==> src/rtl/rcv_ctrl.sv <==
// rcv_ctrl: bus-side receive FIFO with status/control and data registers, overrun flag and irq.
module rcv_ctrl #(
   parameter int ADDR_W = 2
) (
   input  logic        clk,
   input  logic        reset,
   input  logic        en,
   input  logic        wr,
   input  logic        addr,
   input  logic [31:0] data_in,
   output logic [31:0] data_out,
   output logic        wt,
   output logic        irq,
   input  logic        rcv_full,
   input  logic [7:0]  rcv_data
);
   localparam int DEPTH = 1 << ADDR_W;
   logic [7:0]        mem [DEPTH];
   logic [ADDR_W-1:0] rp, wp;
   logic [ADDR_W:0]   cnt;
   logic              ien, ovr, rdy, full_q, pop, push, overrun, ctl_wr;
   assign rdy      = cnt != '0;
   assign full_q   = cnt == (ADDR_W+1)'(DEPTH);
   assign pop      = en & ~wr & addr & rdy;
   assign push     = rcv_full & (~full_q | pop);
   assign overrun  = rcv_full & full_q & ~pop;
   assign ctl_wr   = en & wr & ~addr;
   assign irq      = ien & rdy;
   assign wt       = 1'b0;
   assign data_out = !en ? 32'd0 : addr ? {24'd0, mem[rp]} : {29'd0, ovr, ien, rdy};
   always_ff @(posedge clk)
      if (push && !reset) mem[wp] <= rcv_data;
   always_ff @(posedge clk) begin
      if (reset) begin
         rp  <= '0;
         wp  <= '0;
         cnt <= '0;
         ien <= 1'b0;
         ovr <= 1'b0;
      end else begin
         if (push) wp <= wp + 1'b1;
         if (pop) rp <= rp + 1'b1;
         cnt <= cnt + (ADDR_W+1)'(push) - (ADDR_W+1)'(pop);
         if (ctl_wr) ien <= data_in[1];
         // a same-cycle overrun beats the clearing write
         if (overrun) ovr <= 1'b1;
         else if (ctl_wr && data_in[2]) ovr <= 1'b0;
      end
   end
endmodule
==> config.mk <==
export PLATFORM = sky130hd
export DESIGN_NAME = rcv_ctrl
export DESIGN_NICKNAME = d
export VERILOG_FILES = /design/src/rtl/rcv_ctrl.sv
export SDC_FILE = /design/constraint.sdc
export NUM_CORES = 1
export LEC_CHECK = 0
export CAP_MARGIN = 0
export CORE_MARGIN = 2
export CORE_UTILIZATION = 47
export DETAILED_ROUTE_END_ITERATION = 10
export GPL_TIMING_DRIVEN = 0
export PLACE_DENSITY = 0.85
export SLEW_MARGIN = 20
export SYNTH_ARGS = -nofsm -noshare
export SYNTH_HDL_FRONTEND = slang
export SYNTH_SLANG_ARGS = --single-unit
export TNS_END_PERCENT = 10
==> constraint.sdc <==
create_clock -name clk -period 4.65 [get_ports clk]
set_clock_uncertainty 0.15 [all_clocks]
set_input_delay 1.1625 -clock clk [delete_from_list [all_inputs] [get_ports clk]]
set_output_delay 1.1625 -clock clk [all_outputs]
set_load 0.1 [all_outputs]
======== After elaboration in Yosys (flattened, before gate mapping) ========
Memories as Yosys holds them, arrays and structs flattened. A register that Yosys moved wholly into a read port is not among the register bits.
Index checks and enable logic that the tools add are counted.
Widths: inputs -> output; s select.
word-level totals
  logic and storage cells ................. 38
  bits in writable memories ............... 32
  flip-flop bits (word level) ............. 9
  input port bits ......................... 46
  memories ................................ 1
memories
  name  words  bits a word  read ports  clocked after memory_dff  wr ports  RTL line  source
  mem   4      8            1           1                         1         18        logic [7:0] mem [DEPTH];
operators by class
  add/subtract/negate cells ............... 4
  reduce and logical (&&, ||, !) cells .... 5
  bitwise operators ....................... 14
  equal/unequal tests ..................... 1
  mux-type cells .......................... 8
operators by type and width
  operator             number
  $mux 8               2
  $and 1x1->1          9
  $add 2x1->2 const B  2
  $mux 1               4
  $mux 2               2
  $not 1->1            4
  $add 3x1->3          1
  $eq 3x3->1 const B   1
  $reduce_bool 3->1    1
  $sub 3x1->3          1
  $logic_and 1x1->1    2
  $reduce_bool 2->1    1
  $logic_not 1->1      1
  $or 1x1->1           1

======== Logic depth before layout (Yosys ltp) ========
  word-level depth ........................ 9
  depth in mapped cells ................... 11
  gate-level depth less buffers ........... 11

======== Least setup slack after synthesis ========
OpenSTA, ideal clock, no wires.
  path kind ............................... input to output
  from .................................... input port en
  to ...................................... output port data_out[0]
  path buffers ............................ 1
  arrival time ............................ 2964 ps
  setup slack ............................. 374 ps
  stages on the path ...................... 3
  data required time ...................... 3338 ps
  path through ............................ clkbuf_1 -> o41ai_1 -> a21oi_1
on the way
  cells in the longest elaborated chain, start to end .. 1
RTL lines
  what             RTL line  source
  start, declared  7         input logic en,
  $mux 8           30        assign data_out = !en ? 32'd0 : addr ? {24'd0, mem[rp]} : {29'd0, ovr, ien, rdy};
  end, declared    11        output logic [31:0] data_out,
No other way between the ends.

======== Worst setup path in the final report ========
  from .................................... input port en
  to ...................................... output port data_out[4]
Same word-level chain as after synthesis.

==> run metrics <==
Setup violations, final=0; synth warn=0; CP endpoint kind=output pin; EDFF count, synth=32; Root Driver=clkbuf_8; Hold-fix buffers, CTS=0; CTS Buf Count=5; pwr/cell area=419.6 nW/µm²; synth top area cells=edfxtp_1, dfxtp_1, buf_4; crit path launch type=primary input; Site Rows=23; R2R Setup Slk=2.13 ns; FF-to-FF End=cnt[2]; Final Hold Vio Count=0; worst hold path depth=2; fin crit period=4.512 ns; synth unique cells=34; postcts setup bufs=0; Hold Crit Start=ovr; CTS Sinks=43; Synth area leader=edfxtp_1; Final Max Tran Viols=0; Max Clock Freq=221.6 MHz; P_leak=0.001063 µW; total chip power=1070 µW; H-Tree Depth=2; largest fanout on the critical path=10; Synth top area share=47.00%; initial antenna violation count=0; area of the die=4894 µm²; All-Layer GR Usage=14.45%; Clock Pin Slew Worst Setup and Hold Paths=0.08 ns; diode count=0; ys async rst share=0%; gpl congestion=0.7729; Max VDD drop=0.0002293 V; Area Growth Syn to Fin=24.72%; most frequent cells in the layout=edfxtp_1, buf_4, conb_1; worst reg-to-reg path cell count=11; Max-slew headroom=35.40%; initial DRC count=35; critical path class=in -> out; Fillers=326; Primary FF master, synth=edfxtp_1; Syn Inst Count=146; status=complete, no violations; Finished Core Util=62.40%; worst slew pin tran=0.9659 ns; first-pass GRT wire length=5285 µm; Post-Syn Area per Cell=14.00 µm²; Detailed Routing Iterations Pass 1=4; Port Buffers=24; total wire length=3176 µm; CORE AREA=4086 µm²; max-cap violation count=0; Data required, critical path=3.34 ns; hold crit path type=reg -> reg; layout net count=254; vias in the first global route=1181; DP Cell Count=244; Initial Util=50.03%; DR vias=1162; Antenna Nets Post-Route=0; most common cell after layout, fill and taps aside=edfxtp_1; Post-Syn Area=2044 µm²; Die Height=69.96 µm; unrepaired setup endpoints after global routing=false; largest net degree at the start of global routing=14; r2r startpoint=cnt[1]; worst-case clock buffer depth=2; Clock Latency Late Sink=0.30 ns; WL/cell=12.65 µm; global route total overflow=0; DRC Markers=0; Avg Vias per Cell=4.629; hpwl dp=2353 µm; period utilisation layout=97.04%; sequential fraction of the synthesis area=57.77%; CP arrival=3.20 ns; share of post-route cells with drive strength above 1=27.36%; CTS tree=yes; Die X=69.96 µm; Seq cells post-synth=43; Final Non-Filler Cells=251; Worst Hold Path EP=ovr; # IOs=80
-- cells by family (layout without fill, tap and decap cells) --
logic type / after synthesis / in the layout / synth area share [%]
AOI/OAI and AO/OA: 8 / 8 / 2.938
xor gates and xnor gates: 1 / 1 / 0.4285
adders and majority gates: 7 / 7 / 4.651
buffers and inverters: 38 / 69 / 11.99
DFF: 43 / 43 / 57.77
muxes: 12 / 12 / 10.89
other: 1 / 25 / 0.1834
and+or+nand+nor: 36 / 36 / 11.14
-- how the worst max path moves through the flow --
stage          from           to  depth (start not counted)
2_1_floorplan    en  data_out[0]                          3
3_3_place_gp     en  data_out[0]                          5
3_5_place_dp     en  data_out[0]                          5
4_1_cts          en  data_out[0]                          5
5_1_grt          en  data_out[2]                          5
6_report         en  data_out[4]                          4
-- cells in the mapped netlist (all sizes together) (4+ instances only) --
cell type and instances:
nor2 8, nand3b 4, clkbuf 4, a21oi 4, nor3b 5, ha 6
buf 26, and3 5, mux4 8, inv 8, dfxtp 11, edfxtp 32
-- critical path: stages --
cell,delay [ns]
clkdlybuf4s50_1,0.54
clkbuf_1,0.38
and3_1,0.24
dlygate4sd2_1,0.86
-- layout make-up --
class                   count  area (µm²)  share of cell area (%)
plain buffers              30       215.2                   8.440
clock buffers               5       68.82                   2.699
clock inverters             2       37.54                   1.472
inverters                   8       30.03                   1.178
multi-input cells          89       728.2                   28.56
flip-flops and latches     43        1181                   46.32
well taps                  50       62.56                   2.453
repair buffers             24       226.5                   8.881
-- flip-flops by register name, indices dropped and copies added (netlist names), named ones only --
register  flops
cnt           3
wp            2
mem          32
ovr           1
rp            2
ien           1
-- per-layer routing --
| layer | global-route usage (%) | part of all wire (%) |
|---|---|---|
| met5 | 0 | 0 |
| met4 | 7.265 | 1.9 |
| met3 | 5.483 | 7.3 |
| met2 | 24.76 | 50 |
| met1 | 15.54 | 40 |
-- report_power, final --
| part | internal, µW | total, µW | switching (µW) |
|---|---|---|---|
| Sequential | 447 | 475 | 28.0 |
| Combinational | 96.3 | 316 | 220 |
| Clock | 157 | 278 | 122 |
| Total | 700 | 1070 | 370 |
-- metrics by stage --
stage | worst slack (ns) | hold slack [ns] | TNS [ns] | instance area [µm²]
2_1_floorplan | 0.3738 | 0.2998 | 0 | 2135
3_3_place_gp | -0.2807 | 0.3154 | -1.047 | 2437
3_5_place_dp | -0.2669 | 0.3209 | -0.9691 | 2457
4_1_cts | 0.004653 | 0.3319 | 0 | 2555
5_1_grt | 0.05747 | 0.3892 | 0 | 2550
6_report | 0.1377 | 0.3305 | 0 | 2550
-- timing repair --
item | 4_1_cts | 5_1_grt
endpoints found under the setup margin | 8 | 1
resized for setup | 9 | 1
endpoints found under the hold margin | 0 | 0
Power figures use the tool's default switching activity.
==> patch (config.mk and constraints unchanged) <==
Change the parameter `ADDR_W` from 2 to 1.
--- a/src/rtl/rcv_ctrl.sv
+++ b/src/rtl/rcv_ctrl.sv
@@ -1,6 +1,6 @@
 // rcv_ctrl: bus-side receive FIFO with status/control and data registers, overrun flag and irq.
 module rcv_ctrl #(
-   parameter int ADDR_W = 2
+   parameter int ADDR_W = 1
 ) (
    input  logic        clk,
    input  logic        reset,
Function: changed (Yosys sat finds a counterexample within 4 cycles, from zero or initial values and one cycle with reset high).
==> patch against the original RTL <==
Final area down 37%. Wire length down 38%. Utilization up 3.1 points. Worst setup slack worse by 0.027 ns. Power down 50%. Hold slack better by 0.059 ns. Sequential cell count down 20. Combinational power down 36%. Synthesized area down 41%. Highest routed layer unchanged.
==> patch: results (changes against the original RTL) <==
Reg2Reg Setup Slack: 2.80 ns (+0.67 ns)
fraction of layout instances using a drive strength above 1: 24.84% (-2.5 points)
nets: 206 (-19%)
Peak VDD IR: 0.0002174 V (-5.2%)
Critical R2R Launch: cnt[0]
Fillers: 193 (-41%)
slowest stage delay, CP: 1.14 ns (+0.28 ns)
GRT Util Overall: 14.25% (-0.20 points)
Post-synth top cells: buf_4, edfxtp_1, nor2_1, mux2i_1, dfxtp_1
H-tree Lvls: 1 (-1)
DR vias/cell: 4.449 (-3.9%)
Worst Path Arrival: 3.23 ns (+0.03 ns)
vias in the first global route: 704 (-40%)
Routed WL: 1983 um (-38%)
GPL Wtd Cong: 0.7352 (-4.9%)
Yosys cell types: 29 (-15%)
biggest regs: mem: 16 flops, cnt: 2 flops
post-DP HPWL: 1547 um (-34%)
CP max stage cell: clkdlybuf4s50_1
largest cells by area after synthesis: edfxtp_1, buf_4, dfxtp_1
Post-synth EDFFs: 16 (-50%)
status: complete, no violations
PostCTS Resize Cnt: 0 (-9)
R2R depth: 8 (-3)
initial detailed-routing violation count: 17 (-51%)
actual slew at the worst max-slew pin: 0.9647 ns (-0.001199 ns)
peak fanout along the critical path: 8 (-2)
## patch: power groups by stage
stage               Clock (uW)  Sequential (uW)  Combinational (uW)
detailed placement           0              245                 202
global placement             0              244                 199
floorplan                    0              243                 173
finish                    91.8              240                 203
global route               101              242                 214
CTS                       94.1              240                 203
## patch: kinds of logic (layout without fill, tap and decap cells)
family | Yosys count | in the layout | synth area share, %
muxes | 10 | 10 | 8.420
and+or+nand+nor | 29 | 29 | 13.41
buffers and inverters | 30 | 58 | 17.57
adders and majority gates | 2 | 2 | 2.079
DFF | 23 | 23 | 51.56
xor gates and xnor gates | 1 | 1 | 0.7278
other | 1 | 25 | 0.3116
AOI/OAI and AO/OA | 9 | 9 | 5.925
## patch: layout make-up
| class | instances | share of cell area, % |
|---|---|---|
| timing repair buffer | 24 | 14.93 |
| tap | 30 | 2.333 |
| multi-input combinational | 76 | 29.32 |
| sequential | 23 | 38.57 |
| buffer | 28 | 12.68 |
| clock buffer | 3 | 1.400 |
| inverter | 2 | 0.4666 |
| clock inverter | 1 | 0.3110 |
## patch: stage by stage
stage	cell area (sq um)	cells
6_report	1609	187
5_1_grt	1609	187
4_1_cts	1599	187
3_5_place_dp	1572	183
3_3_place_gp	1572	183
2_1_floorplan	1294	129
## patch: how the worst min path moves through the flow
stage / depth (start not counted) / slack (ns) / from / end
5_1_grt: 2 / 0.41 / rp / flop
6_report: 2 / 0.39 / rp / flop
2_1_floorplan: 2 / 0.32 / rp / flop
4_1_cts: 2 / 0.38 / rp / flop
3_3_place_gp: 2 / 0.33 / rp / rp
3_5_place_dp: 2 / 0.36 / ien / ien
## patch: per-layer routing
layer / up-vias / GRT usage (%) / routed length (um)
met5: - / 0 / 0
met4: 0 / 10.42 / 70
met3: 7 / 1.639 / 127
met2: 41 / 25.40 / 1004
met1: 364 / 15.33 / 780
li1: 420 / - / -
## patch: worst max-delay path: cells and delay by family
family	cells	cell delay, ns
buf+inv	2	1.75
simple gates	2	0.32
